`src/rtl/instr_fetch_unit_pkg.sv`:
```
// instr_fetch_unit_pkg: shared widths, opcodes and FSM state encoding for the fetch/decode sequencer
//   IW/AW/OPW       instruction, address and opcode widths
//   OP_HALT/JMP/JZ  control opcodes; all other opcodes are EXEC class
//   state_t         S_FETCH..S_HALT
package instr_fetch_unit_pkg;
  localparam int IW = 16;
  localparam int AW = 13;
  localparam int OPW = 3;
  localparam logic [OPW-1:0] OP_HALT = 3'b000;
  localparam logic [OPW-1:0] OP_JMP = 3'b001;
  localparam logic [OPW-1:0] OP_JZ = 3'b010;
  typedef enum logic [2:0] {S_FETCH, S_DECODE, S_EXEC, S_STEP, S_HALT} state_t;
  function automatic logic [OPW-1:0] opcode_of(input logic [IW-1:0] ir);
    return ir[IW-1 -: OPW];
  endfunction
endpackage

```
`src/rtl/instr_fetch_unit_if.sv`:
```
// instr_fetch_unit_if: bus between the fetch unit and its memory, program counter and datapath
//   memory:   MEM_REQ/MEM_ADDR out, MEM_RDATA/MEM_ACK in
//   counter:  PC_ADDR in, IR_ADDR/LOAD/PC_STEP out
//   datapath: ZERO/EXEC_DONE in, EXEC_VALID/IR_OUT out
//   status:   HALTED out
// master = fetch unit side, slave = environment side
interface instr_fetch_unit_if;
  import instr_fetch_unit_pkg::*;
  logic [AW-1:0] PC_ADDR;
  logic MEM_REQ;
  logic [AW-1:0] MEM_ADDR;
  logic [IW-1:0] MEM_RDATA;
  logic MEM_ACK;
  logic ZERO;
  logic [AW-1:0] IR_ADDR;
  logic LOAD;
  logic PC_STEP;
  logic [IW-1:0] IR_OUT;
  logic EXEC_VALID;
  logic EXEC_DONE;
  logic HALTED;
  modport master (
    input PC_ADDR, MEM_RDATA, MEM_ACK, ZERO, EXEC_DONE,
    output MEM_REQ, MEM_ADDR, IR_ADDR, LOAD, PC_STEP, IR_OUT, EXEC_VALID, HALTED
  );
  modport slave (
    output PC_ADDR, MEM_RDATA, MEM_ACK, ZERO, EXEC_DONE,
    input MEM_REQ, MEM_ADDR, IR_ADDR, LOAD, PC_STEP, IR_OUT, EXEC_VALID, HALTED
  );
endinterface

```
`src/rtl/instr_fetch_unit_ir_decode.sv`:
```
// ir_decode: combinational opcode classifier
//   opcode  in   instruction opcode field
//   zero    in   datapath zero flag
//   is_halt out  HALT opcode
//   is_ctrl out  JMP or JZ (goes straight to the step state)
//   taken   out  counter should load the jump target
module ir_decode
  import instr_fetch_unit_pkg::*;
(
  input  logic [OPW-1:0] opcode,
  input  logic           zero,
  output logic           is_halt,
  output logic           is_ctrl,
  output logic           taken
);
  assign is_halt = opcode == OP_HALT;
  assign is_ctrl = opcode == OP_JMP || opcode == OP_JZ;
  assign taken = opcode == OP_JMP || (opcode == OP_JZ && zero);
endmodule

```
`src/rtl/instr_fetch_unit.sv`:
```
// instr_fetch_unit: fetch/decode sequencer driving memory reads, counter steps and datapath hand-off
//   CLOCK  in  rising-edge clock
//   RST    in  synchronous active-low reset
//   bus    master modport of instr_fetch_unit_if (memory, counter and datapath signals)
module instr_fetch_unit
  import instr_fetch_unit_pkg::*;
(
  input logic CLOCK,
  input logic RST,
  instr_fetch_unit_if.master bus
);
  state_t state, next;
  logic is_halt, is_ctrl, taken, ack, jump;
  ir_decode u_dec (
    .opcode (opcode_of(bus.IR_OUT)),
    .zero   (bus.ZERO),
    .is_halt(is_halt),
    .is_ctrl(is_ctrl),
    .taken  (taken)
  );
  // An ACK counts only while a request is actually presented, so one arriving
  // on the edge that leaves reset is ignored.
  assign ack = state == S_FETCH && bus.MEM_REQ && bus.MEM_ACK;
  assign jump = state == S_DECODE && is_ctrl && taken;
  always_comb begin
    next = state;
    case (state)
      S_FETCH:  next = ack ? S_DECODE : S_FETCH;
      S_DECODE: next = is_halt ? S_HALT : is_ctrl ? S_STEP : S_EXEC;
      S_EXEC:   next = bus.EXEC_DONE ? S_STEP : S_EXEC;
      S_STEP:   next = S_FETCH;
      default:  next = S_HALT;
    endcase
  end
  always_ff @(posedge CLOCK)
    if (!RST) state <= S_FETCH;
    else state <= next;
  // Outputs are registered from the next state so they line up with the state they describe.
  always_ff @(posedge CLOCK)
    if (!RST) begin
      bus.MEM_REQ <= 1'b0;
      bus.MEM_ADDR <= '0;
      bus.IR_ADDR <= '0;
      bus.LOAD <= 1'b0;
      bus.PC_STEP <= 1'b0;
      bus.IR_OUT <= '0;
      bus.EXEC_VALID <= 1'b0;
      bus.HALTED <= 1'b0;
    end else begin
      bus.MEM_REQ <= next == S_FETCH;
      // MEM_REQ low marks the edge that starts a request: latch the address once and hold it.
      if (next == S_FETCH && !bus.MEM_REQ) bus.MEM_ADDR <= bus.PC_ADDR;
      if (ack) bus.IR_OUT <= bus.MEM_RDATA;
      if (jump) bus.IR_ADDR <= bus.IR_OUT[AW-1:0];
      bus.LOAD <= jump;
      bus.PC_STEP <= next == S_STEP;
      bus.EXEC_VALID <= next == S_EXEC;
      bus.HALTED <= next == S_HALT;
    end
endmodule

```
`src/flat_wrapper.sv`:
```
// flat-port wrapper written by rule: the top's interface ports become plain ports
module instr_fetch_unit_flat import instr_fetch_unit_pkg::*;
  (CLOCK, RST, bus_PC_ADDR, bus_MEM_RDATA, bus_MEM_ACK, bus_ZERO, bus_EXEC_DONE, bus_MEM_REQ, bus_MEM_ADDR, bus_IR_ADDR, bus_LOAD, bus_PC_STEP, bus_IR_OUT, bus_EXEC_VALID, bus_HALTED);
  instr_fetch_unit_if bus_i ();
  input logic CLOCK;
  input logic RST;
  input wire logic [$bits(bus_i.PC_ADDR)-1:0] bus_PC_ADDR;
  input wire logic [$bits(bus_i.MEM_RDATA)-1:0] bus_MEM_RDATA;
  input wire logic [$bits(bus_i.MEM_ACK)-1:0] bus_MEM_ACK;
  input wire logic [$bits(bus_i.ZERO)-1:0] bus_ZERO;
  input wire logic [$bits(bus_i.EXEC_DONE)-1:0] bus_EXEC_DONE;
  output wire logic [$bits(bus_i.MEM_REQ)-1:0] bus_MEM_REQ;
  output wire logic [$bits(bus_i.MEM_ADDR)-1:0] bus_MEM_ADDR;
  output wire logic [$bits(bus_i.IR_ADDR)-1:0] bus_IR_ADDR;
  output wire logic [$bits(bus_i.LOAD)-1:0] bus_LOAD;
  output wire logic [$bits(bus_i.PC_STEP)-1:0] bus_PC_STEP;
  output wire logic [$bits(bus_i.IR_OUT)-1:0] bus_IR_OUT;
  output wire logic [$bits(bus_i.EXEC_VALID)-1:0] bus_EXEC_VALID;
  output wire logic [$bits(bus_i.HALTED)-1:0] bus_HALTED;
  assign bus_i.PC_ADDR = bus_PC_ADDR;
  assign bus_i.MEM_RDATA = bus_MEM_RDATA;
  assign bus_i.MEM_ACK = bus_MEM_ACK;
  assign bus_i.ZERO = bus_ZERO;
  assign bus_i.EXEC_DONE = bus_EXEC_DONE;
  assign bus_MEM_REQ = bus_i.MEM_REQ;
  assign bus_MEM_ADDR = bus_i.MEM_ADDR;
  assign bus_IR_ADDR = bus_i.IR_ADDR;
  assign bus_LOAD = bus_i.LOAD;
  assign bus_PC_STEP = bus_i.PC_STEP;
  assign bus_IR_OUT = bus_i.IR_OUT;
  assign bus_EXEC_VALID = bus_i.EXEC_VALID;
  assign bus_HALTED = bus_i.HALTED;
  instr_fetch_unit u_core (.CLOCK(CLOCK), .RST(RST), .bus(bus_i));
endmodule
```
`config.mk`:
```
export PLATFORM = sky130hd
export DESIGN_NAME = instr_fetch_unit_flat
export DESIGN_NICKNAME = d
export VERILOG_FILES = /design/src/rtl/instr_fetch_unit_pkg.sv /design/src/rtl/instr_fetch_unit_if.sv /design/src/rtl/instr_fetch_unit_ir_decode.sv /design/src/rtl/instr_fetch_unit.sv /design/src/flat_wrapper.sv
export SDC_FILE = /design/constraint.sdc
export NUM_CORES = 1
export LEC_CHECK = 0
export CORE_UTILIZATION = 42
export CTS_CLUSTER_SIZE = 20
export DETAILED_ROUTE_END_ITERATION = 6
export HOLD_SLACK_MARGIN = 0.1
export PLACE_DENSITY_LB_ADDON = 0.1
export SYNTH_ARGS = -nofsm -noshare
export SYNTH_HDL_FRONTEND = slang
export SYNTH_HIERARCHICAL = 1
export SYNTH_SLANG_ARGS = --single-unit
export TNS_END_PERCENT = 30
```
`constraint.sdc`:
```
create_clock -name CLOCK -period 2 [get_ports CLOCK]
set_input_delay 0.4 -clock CLOCK [delete_from_list [all_inputs] [get_ports CLOCK]]
set_output_delay 0.4 -clock CLOCK [all_outputs]
set_load 0.05 [all_outputs]
```
==> results.py <==
metrics = {
    "status": {
        "status": "finished, final reports clean",
    },
    "die": {
        "die_area_um2": 4950,
        "core_um2": 4410,
        "initial_core_util_pct": 44.5,
        "die_w_um": 70.4,
        "ios": 81,
        "std_cell_rows": 24,
        "die_h_um": 70.4,
    },
    "cells_and_area": {
        "fillCellCount": 387,
        "drive_gt1_share_pct": 5.83,
        "syn_to_final_growth_pct": 48.8,
        "final_nets": 342,
        "diodes": 0,
        "register_area_um2": 1000,
        "multi_input_area_um2": 846,
    },
    "routing": {
        "wl_per_cell_um": 14.9,
        "vias": 1990,
        "dr.pass1.iters": 4,
        "ant_nets": 0,
        "drc": 0,
        "drt-total-wl_um": 5370,
        "via_per_inst": 5.51,
        "first_iter_violations": 153,
    },
    "sta": {
        "fin_crit_sh_pct": 96.8,
        "max-slew-margin-rel_pct": 52.9,
        "fin_worst_skew_ps": 11.3,
        "final.setup.tns_ps": 0,
        "setup_viol": 0,
        "hold_viol": 0,
        "slew_violations": 0,
        "rsz0062_at_grt": "false",
        "tightest_slew_ps": 702,
        "max_freq_mhz": 516,
        "fin_crit_ps": 1940,
        "hold_slack_ps": 480,
    },
    "global_routing": {
        "grt_antenna_before_repair": 0,
        "grt_first_pass_wirelength_um": 8810,
        "grt_max_degree": 25,
        "grt_pass1_vias": 1864,
        "grtUsageTotal_pct": 22.4,
        "overflow": 0,
    },
    "yosys": {
        "synthSimpleGateAreaFrac_pct": 18.0,
        "synth_warnings": 6,
        "ys_ff_latch": 50,
        "yosys_most_used_dff": "dfxtp_1",
        "netlist_instances": 231,
        "netlist_area_um2": 1960,
        "synth_edf_count": 0,
        "synth_async_sr_flop_share_pct": 0,
        "synth_nets": 265,
        "synth_compound_area_share_pct": 23.8,
        "muxShareOfSynthArea_pct": 0,
        "synth_area_per_cell_um2": 8.50,
        "yosysUniqueCellTypes": 27,
        "synth_top_family_by_area": "compound AO/OA/AOI/OAI gates",
        "synth_adder_area_share_pct": 0,
        "synth_xor_area_share_pct": 1.27,
        "ys_seq_area_share_pct": 51.0,
    },
    "min_path": {
        "worstHoldPathType": "register to register",
    },
    "clock_tree": {
        "htreeDepth": 2,
        "cts.clk_slew.worst_paths_ps": 90,
        "cts.path.max_buffers": 2,
        "cts_buffers": 5,
        "hold_buffers": 0,
        "cts_tree": "done",
        "numClockSinks": 50,
        "clock_latency_ps": 300,
        "root_buffer": "clkbuf_8",
    },
    "placement": {
        "hpwlAfterDp_um": 3560,
        "io_buffers": 80,
        "globalplace.congestion": 0.728,
    },
    "worst_setup_path": {
        "cp.buffers_inverters": 1,
        "max_stage_delay_ps": 840,
        "worstPathArrival_ps": 1540,
        "slowest_stage": "clkdlybuf4s50_1",
        "path_cells": "clkdlybuf4s50_1",
        "cpLargestDelayFamily": "buffers and inverters",
        "endpoint_kind": "primary output",
        "crit_fanout": 6,
        "crit_path_start_kind": "register",
        "crit_required_ps": 1600,
        "path_class": "register to primary output",
    },
    "power_and_ir_drop": {
        "peakVddDrop_mv": 0.469,
        "pwr-share-clk_pct": 28.9,
        "p_sw_mw": 0.753,
        "internal-power_mw": 1.66,
        "powerDensity_nw_per_um2": 826,
        "seq_power_share_pct": 45.5,
        "combPwrFrac_pct": 25.5,
        "p_leak_nw": 1.06,
        "switching_share_pct": 31.2,
    },
    "run": {
        "maxCapViolations": 0,
    },
}
## layout by cell type, fill, tap and decap left out, types with 2 or more instances in the layout
cell,Yosys,layout
nand2b_1,2,2
clkbuf_1,8,2
clkbuf_8,0,5
nand2_1,2,2
and4bb_1,2,2
a21oi_1,44,44
nand3_1,42,42
o21ai_0,18,18
dfxtp_1,50,50
nand3b_1,2,2
inv_1,3,3
nand4bb_1,2,2
o21ai_1,25,25
clkdlybuf4s50_1,0,78
nor2b_1,2,2
buf_4,3,8
nor3_1,4,4
dlymetal6s2s_1,0,2
nor2_1,4,4
inv_2,2,2
## layer usage
| metal | part of all wire, % | track usage, % | routed length [µm] |
|---|---|---|---|
| met1 | 45 | 30.2 | 2410 |
| met2 | 47 | 34.6 | 2540 |
| met3 | 6.2 | 5.92 | 335 |
| met4 | 1.7 | 7.78 | 90 |
| met5 | 0 | 0 | 0 |
## cell type report
| cell class | count | area share [%] |
|---|---|---|
| clock inverter | 1 | 1.03 |
| inverter | 5 | 0.642 |
| sequential | 50 | 34.2 |
| clock buffer | 7 | 2.61 |
| timing repair buffer | 89 | 30.3 |
| multi-input combinational | 157 | 28.9 |
| tap | 52 | 2.23 |
## per-stage QoR
| stage | util (%) | total power, mW | setup slack, ps | area, µm² | std cells |
|---|---|---|---|---|---|
| 3_5_place_dp | 63.7 | 1.74 | 228 | 2810 | 353 |
| 6_report | 66.2 | 2.41 | 63.3 | 2920 | 361 |
| 2_1_floorplan | - | 1.50 | 264 | 1960 | 231 |
| 5_1_grt | 66.2 | 2.51 | 4.12 | 2920 | 361 |
| 3_3_place_gp | 63.7 | 1.73 | 244 | 2810 | 353 |
| 4_1_cts | 66.1 | 2.43 | 15.1 | 2920 | 361 |
## cells by family after synthesis
| group | count (synthesis) |
|---|---|
| AOI/OAI and AO/OA | 91 |
| and+or+nand+nor | 64 |
| DFF | 50 |
| buffers and inverters | 24 |
| xor gates and xnor gates | 2 |
## repair_timing
| item | in CTS | in global routing |
|---|---|---|
| hold endpoints to repair | 0 | 0 |
| endpoints found under the setup margin | 0 | 2 |
| gates resized for setup | 0 | 2 |
| setup buffers | 0 | 0 |
## power groups by stage
stage / sequential [mW] / clock (mW) / combinational, mW
2_1_floorplan: 1.31 / 0 / 0.195
3_3_place_gp: 1.12 / 0 / 0.610
3_5_place_dp: 1.12 / 0 / 0.618
4_1_cts: 1.10 / 0.712 / 0.620
5_1_grt: 1.11 / 0.748 / 0.656
6_report: 1.10 / 0.698 / 0.616
## Yosys cell counts (2+ instances only)
cell type	instances	area [µm²]
a21oi_1	44	220
and4bb_1	2	25.0
buf_2	7	35.0
buf_4	3	22.5
clkbuf_1	8	30.0
dfxtp_1	50	1000
inv_1	3	11.3
inv_2	2	7.51
nand2_1	2	7.51
nand2b_1	2	12.5
nand3_1	42	210
nand3b_1	2	15.0
nand4bb_1	2	22.5
nor2_1	4	15.0
nor2b_1	2	12.5
nor3_1	4	20.0
o21ai_0	18	90.1
o21ai_1	25	125
## path summary, 6_finish.rpt
check | startpoint | end | slack, ps | depth (start not counted)
min reg2reg | u_core/bus.MEM_ADDR[2]$_SDFFE_PN0P_ | u_core/bus.MEM_ADDR[2]$_SDFFE_PN0P_ | 480 | 2
max reg2reg | u_core/bus.IR_OUT[14]$_SDFFE_PN0N_ | u_core/bus.IR_ADDR[5]$_SDFFE_PN0P_ | 380 | 5
max | u_core/bus.MEM_REQ$_SDFF_PN0_ | bus_MEM_REQ | 60 | 1
min | u_core/bus.MEM_ADDR[2]$_SDFFE_PN0P_ | u_core/bus.MEM_ADDR[2]$_SDFFE_PN0P_ | 480 | 2
## flip-flops by register name, summed over array words and instances, names as in the netlist
signal and count:
u_core/bus.HALTED 1, u_core/bus.MEM_ADDR 13, u_core/bus.LOAD 1, u_core/bus.IR_OUT 16, u_core/state 3, u_core/bus.PC_STEP 1
u_core/bus.IR_ADDR 13, u_core/bus.EXEC_VALID 1, u_core/bus.MEM_REQ 1
Note: power is estimated with default switching activity, not from simulation.
